### config.mk
export PLATFORM = sky130hd
export DESIGN_NAME = mem_bus_ctrl_flat
export DESIGN_NICKNAME = d
export VERILOG_FILES = /design/src/rtl/mem_bus_pkg.sv /design/src/rtl/mem_bus_ctrl_if.sv /design/src/rtl/mmio_regs.sv /design/src/rtl/mem_bus_ctrl.sv /design/src/flat_wrapper.sv
export SDC_FILE = /design/constraint.sdc
export NUM_CORES = 1
export LEC_CHECK = 0
export ABC_CLOCK_PERIOD_IN_PS = 6200
export BUFFER_PORTS_ARGS = -buffer_cell sky130_fd_sc_hd__buf_2
export CAP_MARGIN = 20
export CORE_ASPECT_RATIO = 0.6
export CORE_MARGIN = 2
export CORE_UTILIZATION = 40
export DETAILED_ROUTE_END_ITERATION = 10
export GPL_TIMING_DRIVEN = 1
export HOLD_SLACK_MARGIN = 0.03
export PLACE_DENSITY = 0.66
export SETUP_SLACK_MARGIN = 0.5
export SYNTH_ARGS = -nofsm -noshare
export SYNTH_HDL_FRONTEND = slang
export SYNTH_HIERARCHICAL = 1
export SYNTH_SLANG_ARGS = --single-unit
### constraint.sdc
create_clock -name clk -period 6.2 [get_ports clk]
set_clock_uncertainty 0.15 [all_clocks]
set_input_delay 1.24 -clock clk [delete_from_list [all_inputs] [get_ports clk]]
set_output_delay 1.24 -clock clk [all_outputs]
set_load 0.01 [all_outputs]
### src/rtl/mem_bus_pkg.sv
// Shared types and helpers for the data-memory bus controller:
// FSM states, address-region decode and MMIO register offsets.
package mem_bus_pkg;

   typedef enum logic [1:0] {
      IDLE = 2'd0,
      WAIT = 2'd1,
      RESP = 2'd2
   } state_t;

   typedef enum logic [1:0] {
      REG_RAM  = 2'd0,
      REG_MMIO = 2'd1,
      REG_ERR  = 2'd2
   } region_t;

   localparam logic [3:0] CYCLE_OFS  = 4'h0;
   localparam logic [3:0] TOHOST_OFS = 4'h4;

   function automatic logic [31:0] byte_merge(
      input logic [31:0] old_val,
      input logic [31:0] new_val,
      input logic [3:0]  be
   );
      logic [31:0] lane_mask;
      lane_mask = {{8{be[3]}}, {8{be[2]}}, {8{be[1]}}, {8{be[0]}}};
      return (old_val & ~lane_mask) | (new_val & lane_mask);
   endfunction

   // Only +0x0 and +0x4 of the 16-byte MMIO window are backed by registers.
   function automatic region_t decode_region(
      input logic [31:0] addr,
      input logic [31:0] ram_base,
      input logic [31:0] ram_mask,
      input logic [31:0] mmio_base
   );
      region_t region;
      if ((addr & ~ram_mask) == ram_base) begin
         region = REG_RAM;
      end else if (((addr & ~32'h0000_000F) == mmio_base) && !addr[3]) begin
         region = REG_MMIO;
      end else begin
         region = REG_ERR;
      end
      return region;
   endfunction

endpackage

### src/rtl/mem_bus_ctrl_if.sv
// CPU-side request/response bus of the data-memory controller.
// The CPU drives the master modport, the controller uses the slave modport.
interface mem_bus_ctrl_if;
   logic        req_i;
   logic [3:0]  we_i;
   logic [31:0] addr_i;
   logic [31:0] wdata_i;
   logic [31:0] rdata_o;
   logic        ready_o;
   logic        err_o;

   modport master (
      output req_i, we_i, addr_i, wdata_i,
      input  rdata_o, ready_o, err_o
   );

   modport slave (
      input  req_i, we_i, addr_i, wdata_i,
      output rdata_o, ready_o, err_o
   );
endinterface

### src/rtl/mmio_regs.sv
// MMIO register block: free-running cycle counter, byte-writable tohost
// register and the sticky done flag raised by a nonzero tohost value.
module mmio_regs
   import mem_bus_pkg::*;
(
   input  logic        clk,
   input  logic        reset,
   input  logic        i_sel,
   input  logic        i_we,
   input  logic [3:0]  i_ofs,
   input  logic [3:0]  i_be,
   input  logic [31:0] i_wdata,
   output logic [31:0] o_rdata,
   output logic        o_done
);

   logic [31:0] r_cycle;
   logic [31:0] r_tohost;
   logic        r_done;
   logic        w_tohost_wr;
   logic [31:0] w_tohost_next;

   assign w_tohost_wr   = i_sel && i_we && (i_ofs == TOHOST_OFS);
   assign w_tohost_next = byte_merge(r_tohost, i_wdata, i_be);
   assign o_done        = r_done;

   // Cycle counter, wraps naturally at 32 bits.
   always_ff @(posedge clk) begin
      if (reset) begin
         r_cycle <= 32'd0;
      end else begin
         r_cycle <= r_cycle + 32'd1;
      end
   end

   // tohost update; done is judged on the merged value, never cleared by writes.
   always_ff @(posedge clk) begin
      if (reset) begin
         r_tohost <= 32'd0;
         r_done   <= 1'b0;
      end else if (w_tohost_wr) begin
         r_tohost <= w_tohost_next;
         if (w_tohost_next != 32'd0) begin
            r_done <= 1'b1;
         end
      end
   end

   // Read mux.
   always_comb begin
      o_rdata = 32'd0;
      case (i_ofs)
         CYCLE_OFS:  o_rdata = r_cycle;
         TOHOST_OFS: o_rdata = r_tohost;
         default:    o_rdata = 32'd0;
      endcase
   end

endmodule

### src/rtl/mem_bus_ctrl.sv
// Data-memory bus controller: req/ready handshake between CPU and BRAM with
// 1- or 2-cycle read latency, RAM/MMIO/fault decode and MMIO registers.
module mem_bus_ctrl
   import mem_bus_pkg::*;
#(
   parameter int          ADDR_WIDTH   = 10,
   parameter int          READ_LATENCY = 1,
   parameter logic [31:0] RAM_BASE     = 32'h0000_0000,
   parameter logic [31:0] MMIO_BASE    = 32'h8000_0000
) (
   input  logic                  clk,
   input  logic                  reset,
   mem_bus_ctrl_if.slave         bus,
   output logic                  done_o,
   output logic                  mem_en_o,
   output logic [3:0]            mem_we_o,
   output logic [ADDR_WIDTH-1:0] mem_addr_o,
   output logic [31:0]           mem_din_o,
   input  logic [31:0]           mem_dout_i
);

   localparam logic [31:0] RAM_MASK = (32'd1 << (ADDR_WIDTH + 2)) - 32'd1;

   if ((READ_LATENCY != 1) && (READ_LATENCY != 2)) begin : g_bad_latency
      $error("mem_bus_ctrl: READ_LATENCY must be 1 or 2");
   end
   if ((ADDR_WIDTH < 1) || (ADDR_WIDTH > 29)) begin : g_bad_width
      $error("mem_bus_ctrl: ADDR_WIDTH must be in 1..29");
   end

   state_t                r_state;
   state_t                w_next_state;
   region_t               w_region;
   region_t               r_region;
   logic                  r_is_write;
   logic [ADDR_WIDTH-1:0] r_addr;
   logic [31:0]           r_rdata;
   logic [31:0]           w_mmio_rdata;
   logic [3:0]            w_mmio_ofs;
   logic                  w_accept;
   logic                  w_is_write;
   logic                  w_mmio_sel;
   logic                  w_mmio_we;
   logic [31:0]           w_rdata;
   logic                  w_ready;
   logic                  w_err;

   assign w_region   = decode_region(bus.addr_i, RAM_BASE, RAM_MASK, MMIO_BASE);
   assign w_mmio_ofs = {bus.addr_i[3:2], 2'b00};
   assign w_is_write = (bus.we_i != 4'h0);
   // Reset wins over a simultaneous request.
   assign w_accept   = (r_state == IDLE) && bus.req_i && !reset;

   assign bus.rdata_o = w_rdata;
   assign bus.ready_o = w_ready;
   assign bus.err_o   = w_err;

   mmio_regs u_mmio (
      .clk     (clk),
      .reset   (reset),
      .i_sel   (w_mmio_sel),
      .i_we    (w_mmio_we),
      .i_ofs   (w_mmio_ofs),
      .i_be    (bus.we_i),
      .i_wdata (bus.wdata_i),
      .o_rdata (w_mmio_rdata),
      .o_done  (done_o)
   );

   // State register.
   always_ff @(posedge clk) begin
      if (reset) begin
         r_state <= IDLE;
      end else begin
         r_state <= w_next_state;
      end
   end

   // Access context captured at acceptance; MMIO read data is snapshotted here.
   always_ff @(posedge clk) begin
      if (reset) begin
         r_addr     <= '0;
         r_region   <= REG_RAM;
         r_is_write <= 1'b0;
         r_rdata    <= 32'd0;
      end else if (w_accept) begin
         r_addr     <= bus.addr_i[ADDR_WIDTH+1:2];
         r_region   <= w_region;
         r_is_write <= w_is_write;
         r_rdata    <= ((w_region == REG_MMIO) && !w_is_write) ? w_mmio_rdata : 32'd0;
      end
   end

   // Next state, BRAM steering and response generation.
   always_comb begin
      w_next_state = r_state;
      mem_en_o     = 1'b0;
      mem_we_o     = 4'h0;
      mem_addr_o   = r_addr;
      mem_din_o    = 32'd0;
      w_mmio_sel   = 1'b0;
      w_mmio_we    = 1'b0;
      w_ready      = 1'b0;
      w_err        = 1'b0;
      w_rdata      = 32'd0;
      case (r_state)
         IDLE: begin
            mem_addr_o = bus.addr_i[ADDR_WIDTH+1:2];
            if (w_accept) begin
               case (w_region)
                  REG_RAM: begin
                     mem_en_o     = 1'b1;
                     mem_we_o     = bus.we_i;
                     mem_din_o    = bus.wdata_i;
                     w_next_state = (!w_is_write && (READ_LATENCY == 2)) ? WAIT : RESP;
                  end
                  REG_MMIO: begin
                     w_mmio_sel   = 1'b1;
                     w_mmio_we    = w_is_write;
                     w_next_state = RESP;
                  end
                  default: begin
                     w_next_state = RESP;
                  end
               endcase
            end else begin
               w_next_state = IDLE;
            end
         end
         WAIT: begin
            w_next_state = RESP;
         end
         RESP: begin
            w_ready      = 1'b1;
            w_err        = (r_region == REG_ERR);
            w_next_state = IDLE;
            if (r_is_write) begin
               w_rdata = 32'd0;
            end else if (r_region == REG_RAM) begin
               w_rdata = mem_dout_i;
            end else if (r_region == REG_MMIO) begin
               w_rdata = r_rdata;
            end else begin
               w_rdata = 32'd0;
            end
         end
         default: begin
            w_next_state = IDLE;
         end
      endcase
   end

endmodule

### src/flat_wrapper.sv
// flat-port wrapper written by rule: the top's interface ports become plain ports
module mem_bus_ctrl_flat import mem_bus_pkg::*;
#(
   parameter int          ADDR_WIDTH   = 10,
   parameter int          READ_LATENCY = 1,
   parameter logic [31:0] RAM_BASE     = 32'h0000_0000,
   parameter logic [31:0] MMIO_BASE    = 32'h8000_0000
)
  (clk, reset, done_o, mem_en_o, mem_we_o, mem_addr_o, mem_din_o, mem_dout_i, bus_req_i, bus_we_i, bus_addr_i, bus_wdata_i, bus_rdata_o, bus_ready_o, bus_err_o);
  mem_bus_ctrl_if bus_i ();
  input  logic clk;
  input  logic reset;
  output logic done_o;
  output logic mem_en_o;
  output logic [3:0] mem_we_o;
  output logic [ADDR_WIDTH-1:0] mem_addr_o;
  output logic [31:0] mem_din_o;
  input  logic [31:0] mem_dout_i;
  input wire logic [$bits(bus_i.req_i)-1:0] bus_req_i;
  input wire logic [$bits(bus_i.we_i)-1:0] bus_we_i;
  input wire logic [$bits(bus_i.addr_i)-1:0] bus_addr_i;
  input wire logic [$bits(bus_i.wdata_i)-1:0] bus_wdata_i;
  output wire logic [$bits(bus_i.rdata_o)-1:0] bus_rdata_o;
  output wire logic [$bits(bus_i.ready_o)-1:0] bus_ready_o;
  output wire logic [$bits(bus_i.err_o)-1:0] bus_err_o;
  assign bus_i.req_i = bus_req_i;
  assign bus_i.we_i = bus_we_i;
  assign bus_i.addr_i = bus_addr_i;
  assign bus_i.wdata_i = bus_wdata_i;
  assign bus_rdata_o = bus_i.rdata_o;
  assign bus_ready_o = bus_i.ready_o;
  assign bus_err_o = bus_i.err_o;
  mem_bus_ctrl #(.ADDR_WIDTH(ADDR_WIDTH), .READ_LATENCY(READ_LATENCY), .RAM_BASE(RAM_BASE), .MMIO_BASE(MMIO_BASE)) u_core (.clk(clk), .reset(reset), .bus(bus_i), .done_o(done_o), .mem_en_o(mem_en_o), .mem_we_o(mem_we_o), .mem_addr_o(mem_addr_o), .mem_din_o(mem_din_o), .mem_dout_i(mem_dout_i));
endmodule
==> metrics.csv <==
metric,value,unit
layout-drive-gt1-share,26.7,%
drv_cap,0,
clkLatencyLatePin,0.35,ns
syn_inst,729,
intPower,1.13,mW
cts-hold-fix-buffers,0,
synth.distinct_cells,48,
end_kind,output port,
n_antenna_cell,0,
hold_viol,0,
status,completed,
place_congestion,0.827,
place_ws,1.61,ns
maxSlewHeadroom,30.2,%
timing.final.max_slew_violations,0,
p_clk_share,42.5,%
holdPathStages,2,
yosysTopAreaCell,dfxtp_1,
totalWireLength,16.8,mm
finalCriticalPeriod,4.05,ns
crit_fanout,37,
finalPower,1.49,mW
die_w,160,µm
setup_tns,0,ns
core_area,0.0144,mm²
synthesis.area,0.00585,mm²
drt_pass1_iterations,5,
p_leak,2.86,nW
reg2regPathDepth,8,
setup_ws,2.15,ns
yosysWarnings,6,
synth_common_cells,"dfxtp_1, nand2_1, nor2_1, a21oi_1, nand3_1",
cp-start-kind,primary input,
synth.yosys.seq_area_share,38.0,%
grt_use_total,21.5,%
worst-r2r-setup-slack,3.08,ns
p_switching,357,µW
vias_per_cell,5.19,
overflow,0,
post-route-drc-count,0,
grt_start_max_net_pins,82,
clk_pin_slew,0.07,ns
ys_ff_latch,111,
rsz0062_at_grt,false,
post_cts_buffers,0,
numCtsBuffers,9,
boundaryPins,185,
vdd_ir_drop_max,0.130,mV
postRouteAntennaNets,0,
cp.arrival,2.66,ns
fin_hold_ws,0.298,ns
powerDensity,207,mW/mm²
place_area,0.00685,mm²
hp-class,reg -> reg,
num_vias,5621,
synth_edf_count,0,
cts-root-buf,clkbuf_16,
fin_crit_sh,65.2,%
design_area,0.00722,mm²
grt_pass1_vias,4919,
dieHeight,97.7,µm
initial_utilization,40.7,%
grt_pass1_wl,26.6,mm
seqPwrFrac,48.7,%
timing.fmax,247,MHz
synth_flop_cell,dfxtp_1,
drt_iter0_markers,369,
clockBufferDepth,2,
synth.most_common_cell,dfxtp_1,
swShare,23.9,%
num_rows,34,
power_frac_comb,8.9,%
synth_area_leaders,"dfxtp_1, nand2_1, mux2i_1",
cts_tree,yes,
antenna_found_initial,0,
areaGrowthSynthToFinish,23.3,%
wl_per_cell,15.5,µm
worstSetupPathType,in -> out,
htree_levels,3,
cts.sinks,111,
required,4.81,ns
setup_viol,0,
synth_top_area_share,38.0,%
post_cts_resized,0,
port_buffers,182,
synth.avg_cell_area,8.03,µm²
die_area,0.0156,mm²
dp_hpwl,12.5,mm
tightestPinTransition,1.04,ns
synth-async-reset-ratio,0,%
nNetsFinal,985,
## registers in the layout, summed over array words and instances (netlist names)
register / cells
u_core/r_addr: 10
u_core/r_is_write: 1
u_core/r_rdata: 32
u_core/r_region: 2
u_core/r_state: 1
u_core/u_mmio/o_done: 1
u_core/u_mmio/r_cycle: 32
u_core/u_mmio/r_tohost: 32
## layout make-up
class	count	area, µm²
Fill cell	1442	7160
Multi-Input combinational cell	562	3390
Sequential cell	111	2220
Timing Repair Buffer	191	1000
Tap cell	198	248
Clock buffer	9	225
Clock inverter	7	103
Inverter	6	22.5
## cells in the final DEF, fill, tap and decap left out, types with 3 or more instances in the layout
master / n
conb_1: 4
nor2b_1: 3
xnor2_1: 11
o21ai_0: 4
and3_1: 5
and4_1: 5
nand3_1: 43
nor2_1: 73
a22o_1: 32
clkbuf_16: 10
a21oi_1: 49
and2_1: 37
nand2_1: 100
buf_2: 182
nor4_1: 18
nor3_1: 11
buf_4: 7
inv_1: 5
nand4_2: 3
xor2_1: 15
or3_1: 3
nand4_1: 39
a22oi_1: 3
nand2b_1: 3
o21ai_1: 33
mux2i_1: 33
mux2_2: 10
dfxtp_1: 110
## power by group through the flow
stage / logic [mW] / registers [mW] / clock network [mW]
global placement: 0.130 / 0.742 / 0
floorplan: 0.0653 / 0.740 / 0
finish: 0.132 / 0.725 / 0.633
CTS: 0.132 / 0.725 / 0.648
detailed placement: 0.131 / 0.742 / 0
global route: 0.147 / 0.726 / 0.678
## worst paths after layout
path | to | startpoint
worst min-delay path | u_core/r_rdata[8] | u_core/r_rdata[8]
worst max register to register | u_core/u_mmio/r_tohost[25] | u_core/r_state[1]
worst max-delay path | mem_din_o[14] | bus_addr_i[25]
worst min register to register | u_core/r_rdata[8] | u_core/r_rdata[8]
## logic make-up (layout without fill, tap and decap cells)
kind of cell,after synthesis,count (layout),synth area share [%]
AO/OA/AOI/OAI,125,125,13.0
adder cells (fa/ha/maj),1,1,0.214
other,1,4,0.0641
multiplexers,44,44,7.76
AND/OR/NAND/NOR,362,362,32.3
buffers and inverters,59,213,4.75
flip-flops,111,111,38.0
XOR/XNOR,26,26,3.89
## worst max-delay path: stages
cell and delay, ns:
buf_2 0.09, nor4_1 0.36, nand4_2 0.22, nor3_4 0.23, clkbuf_16 0.22, and2_1 0.14, buf_2 0.12
## metal layers
layer  wire length (µm)  vias up  global-route usage, %
met3               1530        8                   5.93
li1                   -     2900                      -
met1               9470     2496                   35.9
met5                  0        -                      0
met2               5750      217                   26.1
met4                 78        0                   3.74
## per-stage QoR
step | cells | utilization [%]
after CTS | 1082 | 49.9
final | 1084 | 50.2
after floorplan | 732 | -
after detailed placement | 1066 | 47.6
after global routing | 1084 | 50.2
after global placement | 1066 | 47.6
Note: power is estimated with default switching activity, not from simulation.
